--- src/rtl/if_fetch_pkg.sv ---
`default_nettype none
// ============================================================================
//  Module      : if_fetch_pkg
//  Description : Shared widths, constants and state encoding for the
//                instruction-fetch stage.
//  Revision    : 1.0 - initial release
// ============================================================================
package if_fetch_pkg;

    localparam int InstAddrBus = 64;
    localparam int InstBus     = 32;

    // addi x0, x0, 0
    localparam logic [InstBus-1:0] NOP_INST   = 32'h0000_0013;
    localparam logic [6:0]         JAL_OPCODE = 7'b1101111;

    typedef enum logic [1:0] {
        IF_RESET   = 2'd0,
        IF_FETCH   = 2'd1,
        IF_HOLD    = 2'd2,
        IF_DISCARD = 2'd3
    } if_state_e;

endpackage
`default_nettype wire

--- src/rtl/if_jal_predecode.sv ---
`default_nettype none
// ============================================================================
//  Module      : if_jal_predecode
//  Description : Combinational JAL detector, J-immediate extractor and
//                target adder. Only instantiated when IF_JAL_PREDICT_EN is
//                defined.
//  Revision    : 1.0 - initial release
// ============================================================================
module if_jal_predecode
    import if_fetch_pkg::*;
(
    input  logic [InstAddrBus-1:0] i_pc,
    input  logic [6:0]             i_opcode,
    input  logic [31:12]           i_inst_hi,
    output logic                   o_is_jal,
    output logic [InstAddrBus-1:0] o_target
);

    logic [20:0] w_imm;

    // J-type immediate: imm[20|10:1|11|19:12] scattered over inst[31:12]
    assign w_imm    = {i_inst_hi[31], i_inst_hi[19:12], i_inst_hi[20],
                       i_inst_hi[30:21], 1'b0};
    assign o_is_jal = (i_opcode == JAL_OPCODE);
    assign o_target = i_pc + {{(InstAddrBus-21){w_imm[20]}}, w_imm};

endmodule
`default_nettype wire

--- src/rtl/if_fetch.sv ---
`default_nettype none
// ============================================================================
//  Module      : if_fetch
//  Description : RV64 instruction-fetch stage. Owns the PC, drives a
//                valid/ack instruction-memory port, delivers {pc, inst} to
//                IF/ID and handles EX/ID redirects.
//                Optional feature macro: IF_JAL_PREDICT_EN (pre-decode JAL
//                in IF and follow its target without a bubble).
//  Revision    : 1.0 - initial release
// ============================================================================
module if_fetch
    import if_fetch_pkg::*;
#(
    parameter logic [InstAddrBus-1:0] RESET_PC = 64'h0000_0000_8000_0000
) (
    input  logic                   clk,
    input  logic                   rst,
    output logic                   imem_req_o,
    output logic [InstAddrBus-1:0] imem_addr_o,
    input  logic                   imem_ack_i,
    input  logic [InstBus-1:0]     imem_rdata_i,
    input  logic                   stall_i,
    input  logic                   jalr_pc_ena_i,
    input  logic [InstAddrBus-1:0] jalr_pc_i,
    input  logic                   ex_redirect_ena_i,
    input  logic [InstAddrBus-1:0] ex_redirect_pc_i,
    output logic [InstAddrBus-1:0] pc_o,
    output logic [InstBus-1:0]     inst_o,
    output logic                   inst_valid_o,
    output logic                   if_stall_req
);

    localparam logic [InstAddrBus-1:0] c_ALIGN_MASK = ~64'd3;

    if_state_e              r_state;
    // Address of the request in flight (FETCH/DISCARD) or the next one to issue.
    logic [InstAddrBus-1:0] r_pc_next;
    // Redirect target parked while the stale request drains in DISCARD.
    logic [InstAddrBus-1:0] r_redir_pc;
    logic [InstAddrBus-1:0] r_hold_pc;
    logic [InstBus-1:0]     r_hold_inst;
    logic [InstAddrBus-1:0] r_pc_o;
    logic [InstBus-1:0]     r_inst_o;
    logic                   r_inst_valid;

    logic                   w_redir;
    logic [InstAddrBus-1:0] w_redir_pc;
    logic [InstAddrBus-1:0] w_seq_pc;
    logic [InstAddrBus-1:0] w_next_pc;

    // EX is older than ID, so its redirect wins.
    assign w_redir    = ex_redirect_ena_i | jalr_pc_ena_i;
    assign w_redir_pc = (ex_redirect_ena_i ? ex_redirect_pc_i : jalr_pc_i) & c_ALIGN_MASK;
    assign w_seq_pc   = r_pc_next + 64'd4;

`ifdef IF_JAL_PREDICT_EN
    logic                   w_jal_hit;
    logic [InstAddrBus-1:0] w_jal_target;

    if_jal_predecode u_jal_predecode (
        .i_pc      (r_pc_next),
        .i_opcode  (imem_rdata_i[6:0]),
        .i_inst_hi (imem_rdata_i[31:12]),
        .o_is_jal  (w_jal_hit),
        .o_target  (w_jal_target)
    );

    assign w_next_pc = w_jal_hit ? (w_jal_target & c_ALIGN_MASK) : w_seq_pc;
`else
    assign w_next_pc = w_seq_pc;
`endif

    // A request stays on the bus until acked, including a stale one in DISCARD.
    assign imem_req_o   = (r_state == IF_FETCH) || (r_state == IF_DISCARD);
    assign imem_addr_o  = r_pc_next & c_ALIGN_MASK;
    assign if_stall_req = imem_req_o & ~imem_ack_i;

    assign pc_o         = r_pc_o;
    assign inst_o       = r_inst_o;
    assign inst_valid_o = r_inst_valid;

    // Fetch FSM with registered IF/ID outputs; a redirect always flushes IF/ID,
    // and an unstalled cycle with nothing to deliver inserts a bubble.
    always_ff @(posedge clk) begin
        if (!rst) begin
            r_state      <= IF_RESET;
            r_pc_next    <= RESET_PC;
            r_redir_pc   <= '0;
            r_hold_pc    <= '0;
            r_hold_inst  <= NOP_INST;
            r_pc_o       <= '0;
            r_inst_o     <= NOP_INST;
            r_inst_valid <= 1'b0;
        end else begin
            case (r_state)
                IF_RESET: begin
                    r_state <= IF_FETCH;
                end

                IF_FETCH: begin
                    if (w_redir) begin
                        r_inst_valid <= 1'b0;
                        r_inst_o     <= NOP_INST;
                        if (imem_ack_i) begin
                            r_pc_next <= w_redir_pc;
                        end else begin
                            r_redir_pc <= w_redir_pc;
                            r_state    <= IF_DISCARD;
                        end
                    end else if (imem_ack_i) begin
                        r_pc_next <= w_next_pc;
                        if (stall_i) begin
                            r_hold_pc   <= r_pc_next;
                            r_hold_inst <= imem_rdata_i;
                            r_state     <= IF_HOLD;
                        end else begin
                            r_pc_o       <= r_pc_next;
                            r_inst_o     <= imem_rdata_i;
                            r_inst_valid <= 1'b1;
                        end
                    end else if (!stall_i) begin
                        r_inst_valid <= 1'b0;
                        r_inst_o     <= NOP_INST;
                    end
                end

                IF_HOLD: begin
                    if (w_redir) begin
                        r_pc_next    <= w_redir_pc;
                        r_inst_valid <= 1'b0;
                        r_inst_o     <= NOP_INST;
                        r_state      <= IF_FETCH;
                    end else if (!stall_i) begin
                        r_pc_o       <= r_hold_pc;
                        r_inst_o     <= r_hold_inst;
                        r_inst_valid <= 1'b1;
                        r_state      <= IF_FETCH;
                    end
                end

                IF_DISCARD: begin
                    if (w_redir) begin
                        r_inst_valid <= 1'b0;
                        r_inst_o     <= NOP_INST;
                        r_redir_pc   <= w_redir_pc;
                        // Stale ack landing with a newer redirect: go straight to it.
                        if (imem_ack_i) begin
                            r_pc_next <= w_redir_pc;
                            r_state   <= IF_FETCH;
                        end
                    end else begin
                        if (imem_ack_i) begin
                            r_pc_next <= r_redir_pc;
                            r_state   <= IF_FETCH;
                        end
                        if (!stall_i) begin
                            r_inst_valid <= 1'b0;
                            r_inst_o     <= NOP_INST;
                        end
                    end
                end

                default: begin
                    r_state <= IF_RESET;
                end
            endcase
        end
    end

endmodule
`default_nettype wire

--- config.mk ---
export PLATFORM = sky130hd
export DESIGN_NAME = if_fetch
export DESIGN_NICKNAME = d
export VERILOG_FILES = /design/src/rtl/if_fetch_pkg.sv /design/src/rtl/if_jal_predecode.sv /design/src/rtl/if_fetch.sv
export SDC_FILE = /design/constraint.sdc
export NUM_CORES = 1
export LEC_CHECK = 0
export ABC_AREA = 1
export CORE_MARGIN = 2
export CORE_UTILIZATION = 45
export DETAILED_ROUTE_END_ITERATION = 8
export PLACE_DENSITY = 0.71
export SLEW_MARGIN = 15
export SYNTH_ARGS = -nofsm -noshare
export SYNTH_HDL_FRONTEND = slang
export SYNTH_SLANG_ARGS = --single-unit
export TNS_END_PERCENT = 1
--- constraint.sdc ---
create_clock -name clk -period 1.8 [get_ports clk]
set_input_delay 0.36 -clock clk [delete_from_list [all_inputs] [get_ports clk]]
set_output_delay 0.36 -clock clk [all_outputs]
set_load 0.005 [all_outputs]
After elaboration in Yosys (flattened, before gate mapping)
Index checks and enable logic that the tools add are counted.

operators by class
  bitwise gates (word level) = 4
  $add $sub $neg = 1
  equal/unequal tests = 19
  reductions and logical operators = 11
  mux-type cells = 40

operators by type and width
  kind                   number
  $mux 64                14
  $pmux 64 s2            2
  $mux 32                7
  $pmux 64 s3            1
  $pmux 32 s3            1
  $add 64x3->64 const B  1
  $ne 2x2->1 const B     10
  $ne 3x3->1 const B     5
  $mux 2                 7
  $reduce_and 4->1       3
  $pmux 2 s4             1
  $mux 1                 6
  $reduce_and 6->1       1
  $reduce_and 5->1       1
  $eq 2x2->1 const B     2
  $ne 4x4->1 const B     1
  $reduce_bool 2->1      2
  $pmux 1 s3             1
  $reduce_and 3->1       1
  $reduce_bool 3->1      1
  $eq 2x1->1 const B     1
  $logic_not 2->1        1
  $not 1->1              2
  $and 1x1->1            1
  other kinds (2)        2

storage, ports and cells
  register bits = 323
  bits of input ports = 166
  logic and storage cells = 83
  output and inout port bits = 163

Longest topological paths before layout
  depth in word-level cells = 4
  mapped depth = 13
  gate-level depth less buffers = 13

Worst setup path before layout
Ideal clock, no wire load.

  kind = register to register
  start point = register r_pc_next[3]
  end point = register r_pc_next[38]
  required time = 1.730 ns
  buffers on the path = 0
  stages on the path, launching flop included = 14
  clock period less this slack = 1.673 ns
  arrival = 1.604 ns
  setup slack = 0.127 ns
  cells stage by stage = dfxtp_1 ha_1 nand2_2 nor2_2 nand2_1 nor2_4 nand2_1 inv_1 nand2_1 nand2_1 nand3_1 nand2_1 nand2_1 a21oi_1

between the ends
  longest elaborated chain between the ends = 4

RTL lines
  item                      RTL line         RTL
  start: declaration        if_fetch.sv:37   logic [InstAddrBus-1:0] r_pc_next;
  start signal: assignment  if_fetch.sv:105  r_pc_next <= w_redir_pc;
  start signal: assignment  if_fetch.sv:111  r_pc_next <= w_next_pc;
  start signal: assignment  if_fetch.sv:129  r_pc_next <= w_redir_pc;
  $add 64x3->64             if_fetch.sv:54   assign w_seq_pc = r_pc_next + 64'd4;
  $mux 64                   if_fetch.sv:110  end else if (imem_ack_i) begin
  $mux 64                   if_fetch.sv:101  if (w_redir) begin
  $pmux 64 s3               if_fetch.sv:95   case (r_state)

Every way passes these cells. The select of a mux whose other input is x is not followed.
A chain may end at the register's enable or synchronous reset.

Final worst setup path
  start point = register r_pc_next[3]
  end point = register r_pc_next[22]

Same word-level chain as after synthesis.

==> run_results.csv <==
group,metric,value,unit
clocking,cts_buffer_depth,3,
floorplan,die_w,204,um
worst_setup_path,slowest_stage,"dfxtp_2",
detailed_routing,ant_nets,0,
run_status,status,"finished with violations",
detailed_routing,dr.pass1.iters,8,
place,gp_congestion,1.02,
power,power_per_cell_area,821,mW/mm^2
timing,tightest_slew,703,ps
detailed_routing,met2_length,31800,um
timing,finalHoldViolations,0,
detailed_routing,wirelength,68000,um
timing,min_period,1960,ps
timing,drv_slew,0,
layout,final_cell_count_no_fill,3728,
detailed_routing,wl_met3,5410,um
synthesis,synth-edff-count,0,
worst_setup_path,cp_max_fo,4,
layout,final_util,63.2,%
clocking,clkTransAtPathRegs,60,ps
global_routing,grt_pass1_vias,19729,
place,place_ws,-621,ps
floorplan,core_area,0.0395,sq mm
worst_setup_path,crit_type,"reg2reg",
synthesis,ys_seq_area_share,35.8,%
synthesis,synth_area,0.0179,sq mm
layout,n_fill_cell,3574,
global_routing,grt_overflow,0,
timing,max_freq,509,MHz
synthesis,syn_inst,2793,
clocking,cts_buffers,38,
worst_setup_path,cp_cell_sequence,"ha_4 > nand2_4 > nor2_4 > nand2_4 > nor2_4 > nand2_4 > buf_4 > nand2_1 > nand3_1 > nand2_1 > nand2_1 > a31oi_1",
synthesis,ys_types,38,
synthesis,yosys_warnings,0,
synthesis,ys_top_cells_by_count,"670 x nand2_1, 406 x o21ai_0, 337 x a21oi_1",
detailed_routing,drc_errors,0,
global_routing,grt_max_degree,92,
layout,syn2layout_area_growth,39.3,%
timing,period_share,109,%
run_status,violations,"setup timing",
layout,fin_nets,3342,
detailed_routing,first_iter_violations,1831,
synthesis,synth.top_cell.area_share,35.8,%
power,vdd_drop_max,0.594,mV
timing,fin_hold_ws,168,ps
clocking,cts_tree,"done",
timing,fin_ws,-163,ps
run,maxCapViolCount,0,
min_path,min_path_type,"in2reg",
timing,setup_tns,-2940,ps
floorplan,fp.dieH,204,um
global_routing,grt_pass1_wl,105000,um
layout,drive_gt1_share,16.0,%
synthesis,ys.flop_type,"dfxtp_1",
place,dp_hpwl,47900,um
place,port_buffers,322,
clocking,clk_latency,540,ps
worst_setup_path,critPathLaunchType,"flip-flop",
detailed_routing,met1_length,26900,um
timing,setup-violations-final,42,
timing,maxSlewHeadroom,53.1,%
floorplan,rows,73,
timing,fin_skew,15.1,ps
worst_setup_path,end_kind,"flip-flop",
worst_setup_path,critPathRequiredTime,2250,ps
global_routing,grt_antenna_before_repair,1,
place,dp.cells,3647,
power,p_leak,10.9,nW
detailed_routing,top_layer,"met4",
floorplan,dieArea,0.0415,sq mm
clocking,root_buffer,"clkbuf_16",
synthesis,synth_area_per_cell,6.42,sq um
detailed_routing,vias,21069,
synthesis,ys_ff_latch,321,
timing,rsz0062_at_grt,"yes",
worst_setup_path,critPathMaxStageDelay,360,ps
worst_setup_path,crit_arrival,2410,ps
clocking,clock_sinks,321,
floorplan,io_pins,329,
synthesis,synth_area_leaders,"dfxtp_1 36%, nand2_1 14%, o21ai_0 11%, a21oi_1 9.4%, inv_1 4.7%",
floorplan,start_util,45.3,%
synthesis,synth.most_common_cell,"nand2_1",
synthesis,synthArstFlopShare,0,%
detailed_routing,avgRoutedWirePerCell,18.2,um
synthesis,yosysTopAreaCell,"dfxtp_1",
global_routing,grt_usage,31.4,%
detailed_routing,drt-vias-per-instance,5.65,
clocking,h-tree-depth,2,
where the power goes:
| part | internal, mW | switching, mW | total [mW] |
|---|---|---|---|
| clock network | 5.01 | 3.22 | 8.23 |
| registers | 7.59 | 0.323 | 7.91 |
| logic | 1.97 | 2.40 | 4.38 |
| total | 14.6 | 5.94 | 20.5 |
critical path: cells and delay by family (launching register included):
family | cells | cell delay (ps)
simple gates | 9 | 1020
flops | 1 | 360
fa+ha+maj | 1 | 150
compound gates | 1 | 180
buf+inv | 1 | 150
through the flow:
stage | total power [mW] | instance area [sq um]
finish | 20.5 | 25000
global route | 21.3 | 25000
CTS | 20.5 | 24400
detailed placement | 12.3 | 22900
global placement | 12.2 | 22900
floorplan | 10.2 | 17900
placed cells by master, fill, tap and decap left out, types with 4 or more instances in the layout:
cell type,n
nand2_4,11
clkbuf_16,41
o21ai_0,392
dlygate4sd2_1,22
o211ai_1,11
dfxtp_4,12
clkbuf_1,6
inv_1,219
clkinv_2,7
a22oi_1,6
o22ai_1,32
nand3_1,58
buf_12,35
inv_2,10
nor2_2,14
buf_4,225
a211oi_1,48
o21ai_1,111
dfxtp_2,63
nor2_4,13
a21oi_1,330
clkbuf_8,7
dfxtp_1,246
o21ai_2,4
dlymetal6s2s_1,67
clkdlybuf4s50_1,229
a31oi_1,77
buf_6,27
nand4_1,6
nand2_2,15
bufinv_16,4
a21oi_2,7
nand2_1,650
nor2_1,163
repair_timing:
action | CTS | global route
setup endpoints to repair | 164 | 313
hold buffers | 0 | 0
pin swaps | 7 | 15
setup buffers | 4 | 9
gates resized for setup | 102 | 200
sequential cells by signal, summed over array words and instances, names as in the netlist:
name and cells:
r_state 2, pc_o 64, inst_o 32, r_hold_inst 32, inst_valid_o 1, r_redir_pc 62, r_hold_pc 64, r_pc_next 64
routing by layer:
metal  vias up  global-route usage, %
li1      10064                      -
met1      9736                   38.9
met2      1031                   51.8
met3       238                   5.02
met4         0                   17.6
met5         -                      0
path summary, 6_finish.rpt:
kind / end / cells past startpoint / startpoint / slack, ps
setup reg to reg: r_pc_next[22] / 12 / r_pc_next[3] / -160
hold / removal: r_pc_next[7] / 3 / rst / 170
setup / recovery: r_pc_next[22] / 12 / r_pc_next[3] / -160
hold reg to reg: r_redir_pc[48] / 2 / r_redir_pc[48] / 450
cell families (layout without fill, tap and decap cells):
family          after synthesis  after routing  synth area share [%]
other cells                   1              3                0.0209
compound gates             1030           1030                  30.6
flops                       321            321                  35.8
fa+ha+maj                     1              1                0.0698
simple gates                939            939                  20.6
buf+inv                     499            907                  12.8
xor+xnor                      2              2                0.0977
layout make-up:
| class | count | area [sq um] | share of cell area, % |
|---|---|---|---|
| antenna | 1 | 2.50 | 0.0100 |
| clock buffer | 54 | 1140 | 4.58 |
| clock inverter | 13 | 178 | 0.711 |
| inverter | 233 | 881 | 3.53 |
| multi-input combinational | 1974 | 9540 | 38.2 |
| sequential | 321 | 6550 | 26.2 |
| tap | 525 | 657 | 2.63 |
| timing repair buffer | 607 | 6030 | 24.1 |
Note: power is estimated with default switching activity, not from simulation.
